--- config.mk ---
export PLATFORM = sky130hd
export DESIGN_NAME = covariance_axi
export DESIGN_NICKNAME = d
export VERILOG_FILES = /design/src/rtl/covariance_axi.sv
export SDC_FILE = /design/constraint.sdc
export NUM_CORES = 2
export LEC_CHECK = 0
export BUFFER_PORTS_ARGS = -buffer_cell sky130_fd_sc_hd__buf_2
export CAP_MARGIN = 20
export CORE_UTILIZATION = 28
export DETAILED_ROUTE_END_ITERATION = 10
export HOLD_SLACK_MARGIN = 0.1
export PLACE_DENSITY = 0.42
export SYNTH_ARGS = -nofsm -noshare
export SYNTH_HDL_FRONTEND = slang
export SYNTH_SLANG_ARGS = --single-unit
--- constraint.sdc ---
create_clock -name clk -period 10.8 [get_ports clk]
set_input_delay 0.54 -clock clk [delete_from_list [all_inputs] [get_ports clk]]
set_output_delay 0.54 -clock clk [all_outputs]
set_load 0.03 [all_outputs]
--- src/rtl/covariance_axi.sv ---
// Batch covariance accumulator: sums x*x^T over N_SAMPLES sample vectors, scales
// by 1/N_SAMPLES and streams the N_STOCKS x N_STOCKS matrix one entry per cycle.
module covariance_axi #(
  parameter int WIDTH     = 16,
  parameter int N_STOCKS  = 4,
  parameter int N_SAMPLES = 8,
  parameter int OUT_WIDTH = 16,
  parameter int ACC_WIDTH = 2*WIDTH + $clog2(N_SAMPLES)
) (
  input  logic                 clk,
  input  logic                 rst,
  input  logic                 axiiv,
  input  logic [WIDTH-1:0]     axiid,
  output logic                 axiir,
  output logic                 axiov,
  output logic [OUT_WIDTH-1:0] axiod,
  output logic                 axiol
);

  localparam int IDX_W = $clog2(N_STOCKS);
  localparam int SHIFT = $clog2(N_SAMPLES);
  localparam int SMP_W = SHIFT + 1;
  localparam logic [IDX_W-1:0] LAST_IDX = IDX_W'(N_STOCKS - 1);
  localparam logic [SMP_W-1:0] LAST_SMP = SMP_W'(N_SAMPLES - 1);
  localparam logic signed [ACC_WIDTH-1:0] SAT_MAX =
    {{(ACC_WIDTH-OUT_WIDTH+1){1'b0}}, {(OUT_WIDTH-1){1'b1}}};
  localparam logic signed [ACC_WIDTH-1:0] SAT_MIN = ~SAT_MAX;

  typedef enum logic [1:0] {S_LOAD, S_ACCUM, S_EMIT} state_t;

  state_t                      r_state;
  logic [IDX_W-1:0]            r_k;
  logic [IDX_W-1:0]            r_i;
  logic [IDX_W-1:0]            r_j;
  logic [SMP_W-1:0]            r_smp;
  logic signed [WIDTH-1:0]     r_x   [N_STOCKS];
  logic signed [ACC_WIDTH-1:0] r_acc [N_STOCKS][N_STOCKS];
  logic                        r_axiov;
  logic                        r_axiol;
  logic [OUT_WIDTH-1:0]        r_axiod;

  logic signed [2*WIDTH-1:0]   w_prod;
  logic signed [ACC_WIDTH-1:0] w_sel;
  logic signed [ACC_WIDTH-1:0] w_scaled;
  logic [OUT_WIDTH-1:0]        w_sat;
  logic                        w_last_step;

  // The single shared multiplier always works on the (i, j) pair being visited.
  assign w_prod      = r_x[r_i] * r_x[r_j];
  assign w_sel       = r_acc[r_i][r_j];
  assign w_scaled    = w_sel >>> SHIFT;
  assign w_last_step = (r_i == LAST_IDX) && (r_j == LAST_IDX);

  always_comb begin
    // NOTE: every always_comb output gets a default first so no latch can be inferred.
    w_sat = w_scaled[OUT_WIDTH-1:0];
    if (w_scaled > SAT_MAX)      w_sat = SAT_MAX[OUT_WIDTH-1:0];
    else if (w_scaled < SAT_MIN) w_sat = SAT_MIN[OUT_WIDTH-1:0];
  end

  // NOTE: ready is a pure state decode masked by rst, so it is low during the reset cycle.
  assign axiir = (r_state == S_LOAD) && !rst;
  assign axiov = r_axiov;
  assign axiod = r_axiod;
  assign axiol = r_axiol;

  always_ff @(posedge clk) begin
    if (rst) begin
      r_state <= S_LOAD;
      r_k     <= '0;
      r_i     <= '0;
      r_j     <= '0;
      r_smp   <= '0;
      r_axiov <= 1'b0;
      r_axiol <= 1'b0;
      r_axiod <= '0;
      // NOTE: the storage arrays are reset on purpose: an aborted batch must leave no residue.
      for (int a = 0; a < N_STOCKS; a++) begin
        r_x[a] <= '0;
        for (int b = 0; b < N_STOCKS; b++) r_acc[a][b] <= '0;
      end
    end else begin
      r_axiov <= 1'b0;
      r_axiol <= 1'b0;
      unique case (r_state)
        S_LOAD: begin
          if (axiiv) begin
            r_x[r_k] <= axiid;
            if (r_k == LAST_IDX) begin
              r_k     <= '0;
              r_state <= S_ACCUM;
            end else begin
              r_k <= r_k + 1'b1;
            end
          end
        end
        S_ACCUM, S_EMIT: begin
          if (r_state == S_ACCUM) begin
            r_acc[r_i][r_j] <= w_sel + ACC_WIDTH'(w_prod);
          end else begin
            r_acc[r_i][r_j] <= '0;
            r_axiov         <= 1'b1;
            r_axiod         <= w_sat;
            r_axiol         <= w_last_step;
          end
          // Row index i runs fastest, column j slow.
          if (r_i == LAST_IDX) begin
            r_i <= '0;
            r_j <= (r_j == LAST_IDX) ? '0 : r_j + 1'b1;
          end else begin
            r_i <= r_i + 1'b1;
          end
          if (w_last_step) begin
            if (r_state == S_EMIT) begin
              r_smp   <= '0;
              r_state <= S_LOAD;
            end else if (r_smp == LAST_SMP) begin
              r_smp   <= r_smp + 1'b1;
              r_state <= S_EMIT;
            end else begin
              r_smp   <= r_smp + 1'b1;
              r_state <= S_LOAD;
            end
          end
        end
        default: r_state <= S_LOAD;
      endcase
    end
  end

endmodule

==> metrics.txt <==
worst reg2reg endpoint=r_acc[0][99]$_SDFFCE_PN0P_; Seq cells post-synth=658; Setup Crit Path Kind=reg2reg; Fin Setup TNS=0 ns; total clock sinks=658; Final min period=8.52 ns; Cell Area, Synth=between 40000 and 50000 um2; Post-synth EDFFs=624; CTS Root Cell=clkbuf_16; PortBufs=37; Routed Antenna Nets=0; DR vias/cell=slightly below 5; CTS max path bufs=3; Die Y=384 um; Clock Latency Late Sink=0.70 ns; initial antenna violation count=1; max-cap violation count=0; cells on worst reg2reg path=24; outcome=finished, violations left; vias in the first global route=between 20000 and 30000; RSZ-0062 raised after global routing=false; most used routing layer=met2; worst hold path endpoint=r_x[0][9]$_SDFFCE_PN0P_; nets=3811; Worst-path clk slew=~0.060 ns; Detailed Place HPWL=85700 um; WL per Instance=24.2 um; crit share post-route=78.9%; width of the chip=384 um; Hold Crit Class=in2reg; routing usage on met1=24.8%; Min-Delay Startpoint=axiid[9]; H-tree depth=3; Fin. Hold Viols=0; Starting DRT DRC Count=a little over 2000; Core Rows=139; Tot GR Track Use=18.0%; Initial Utilization=28.3%; CTS Buf Count=79; Post CTS Setup Buffer Count=0; pin count of the biggest net entering global routing=88; GRT met2 Usage=30.4%; first-pass GRT wire length=roughly 190000 um; R2R Setup Slk=2.28 ns; Critical Path Source Type=flip-flop; IO Count=38; Post-route DRC=18; Post-synth top flop=edfxtp_1; Rel. slew slack=25.5%; Hold Path Cell Cnt=2; clk_skew=approximately 0.041 ns; Cells after Synth=3344; GR Overflow Total=0; Final Max Tran Viols=0; Pre-antenna DRT Iters=8; WP data required=11.23 ns; CTS hold repair buffers=0; syn_nets=between 3000 and 4000; vias=25672; core area=144000 um2; Fmax=between 100 and 150 MHz; Worst EP arrival=8.94 ns; routability cong.=0.820; Routed Wire Length=129000 um; async set-reset flop share out of synthesis=0%; layout cells sized above 1=14.5%; met3 Track Usage GR=1.93%; # setup viols final=0; failing checks=design-rule violations; post-synthesis sequential area ratio=47.6%; synthesis-to-layout area growth=12.7%; CTS tree=yes; post-cts sizing count=0; Mapped Avg Cell Area=12.2 um2; crit-path max FO=35; Least-Margin Pin Slew=1.12 ns; Yosys Warn Count=0; Die ar.=147000 um2; CP Capture Type=flip-flop; Synth cell types=64
==> placed cells by master (no fill, tap or decap), types with 12 or more instances in the layout <==
cell type	netlist	routed
nor2_1	655	653
edfxtp_1	624	624
inv_1	349	349
fa_1	310	310
nand2_1	259	259
mux4_2	171	171
ha_1	119	119
buf_4	4	99
clkbuf_16	0	80
and2_1	72	72
nor3_1	63	62
a21oi_1	41	41
nand3_1	40	40
buf_2	24	37
o21ai_1	33	35
dfxtp_1	34	31
mux2i_1	29	29
mux2_2	25	25
o21ai_0	25	23
o21a_1	22	22
o21bai_1	22	22
and3_1	21	21
nor3b_1	21	19
a21o_1	19	19
xnor2_1	20	19
nand2b_1	34	18
clkinv_1	0	18
or3_1	17	17
clkbuf_1	150	17
nand2b_2	0	16
nor2_2	10	12
a22o_1	12	12
clkinv_2	0	12
==> cell type report <==
class                      count  area [um2]
timing repair buffer         141        1010
fill                       14559       98100
sequential                   658       19400
multi-input combinational   2133       19300
tap                         1903        2380
clock buffer                  98        2080
antenna                        2        5.00
inverter                     350        1310
clock inverter                43         440
==> per-stage QoR <==
stage	instances	area, um2	util, %	hold slack, ns	setup WS [ns]
2_1_floorplan	3344	40800	-	0.458	2.56
3_5_place_dp	5182	43400	30.1	0.441	2.07
5_1_grt	5326	45900	31.9	0.174	1.72
6_report	5328	45900	31.9	0.174	2.28
4_1_cts	5323	45900	31.9	0.134	2.00
3_3_place_gp	5180	43400	30.1	0.440	2.05
==> per-layer routing <==
layer	routed length (um)	part of all wire, %	up-vias
li1	-	-	11442
met1	58100	45	13499
met2	63100	49	598
met3	5390	4.2	133
met4	2270	1.8	0
met5	0	0	-
==> state kept, by name (all words and copies together), names as in the netlist, named ones only <==
signal and count:
r_smp 4, axiov 1, r_i 2, r_j 2, axiol 1, r_state 2
r_acc 560, r_x 64, r_k 2, axiod 16
==> worst max-delay path by stage <==
stage	cells past startpoint	slack (ns)	endpoint	from
final	24	2.28	r_acc[0][99]$_SDFFCE_PN0P_	flip-flop
after global routing	22	1.72	r_acc[3][139]$_SDFFCE_PN0P_	flip-flop
after CTS	22	2.00	r_acc[2][33]$_SDFFCE_PN0P_	flip-flop
after detailed placement	22	2.07	r_acc[2][33]$_SDFFCE_PN0P_	flip-flop
after global placement	22	2.05	r_acc[2][33]$_SDFFCE_PN0P_	flip-flop
after floorplan	32	2.56	r_acc[0][102]$_SDFFCE_PN0P_	flip-flop
==> cell usage after synthesis (all sizes together), types with 10 or more instances <==
cell | n | share of area [%]
a21o | 19 | 0.35
a21oi | 41 | 0.50
a221o | 10 | 0.25
a22o | 12 | 0.26
and2 | 73 | 1.1
and3 | 21 | 0.32
buf | 50 | 0.68
clkbuf | 153 | 1.4
dfxtp | 34 | 1.7
edfxtp | 624 | 46
fa | 310 | 15
ha | 119 | 3.7
inv | 350 | 3.2
mux2 | 25 | 0.69
mux2i | 29 | 0.71
mux4 | 171 | 9.4
nand2 | 260 | 2.4
nand2b | 34 | 0.52
nand3 | 40 | 0.49
nand4 | 10 | 0.15
nor2 | 665 | 6.2
nor3 | 63 | 0.77
nor3b | 21 | 0.39
o21a | 22 | 0.41
o21ai | 58 | 0.71
o21bai | 22 | 0.41
or3 | 17 | 0.26
xnor2 | 21 | 0.47
xor2 | 11 | 0.24
==> worst max-delay path, cell delays in order, from the launching register on <==
cell and delay, ns:
dfxtp_4 0.73, mux2_2 0.42, o21ai_1 0.80, nor2_1 0.17, fa_1 0.58, inv_1 0.06, fa_1 0.50, fa_1 0.52
inv_1 0.06, fa_1 0.49, fa_1 0.49, inv_1 0.05, fa_1 0.47, inv_1 0.05, ha_1 0.38, nand4_1 0.17
o22ai_1 0.23, o211ai_1 0.21, nor3_1 0.31, o21bai_1 0.20, and2_0 0.19, buf_4 0.23, o221ai_1 0.43, buf_4 0.33
nor2_1 0.08
==> logic make-up (layout without fill, tap and decap cells) <==
logic type | after synthesis | in the layout | synth area share, %
flops | 658 | 658 | 47.6
buf+inv | 553 | 632 | 5.32
simple gates | 1228 | 1228 | 13.0
other cells | 0 | 2 | 0
xor+xnor | 32 | 32 | 0.706
mux | 225 | 225 | 10.8
fa+ha+maj | 429 | 429 | 18.9
compound gates | 219 | 219 | 3.64
Power is left out: the tool's default activity adds up to more than one toggle a clock period on the data nets, which glitch-free logic cannot reach.
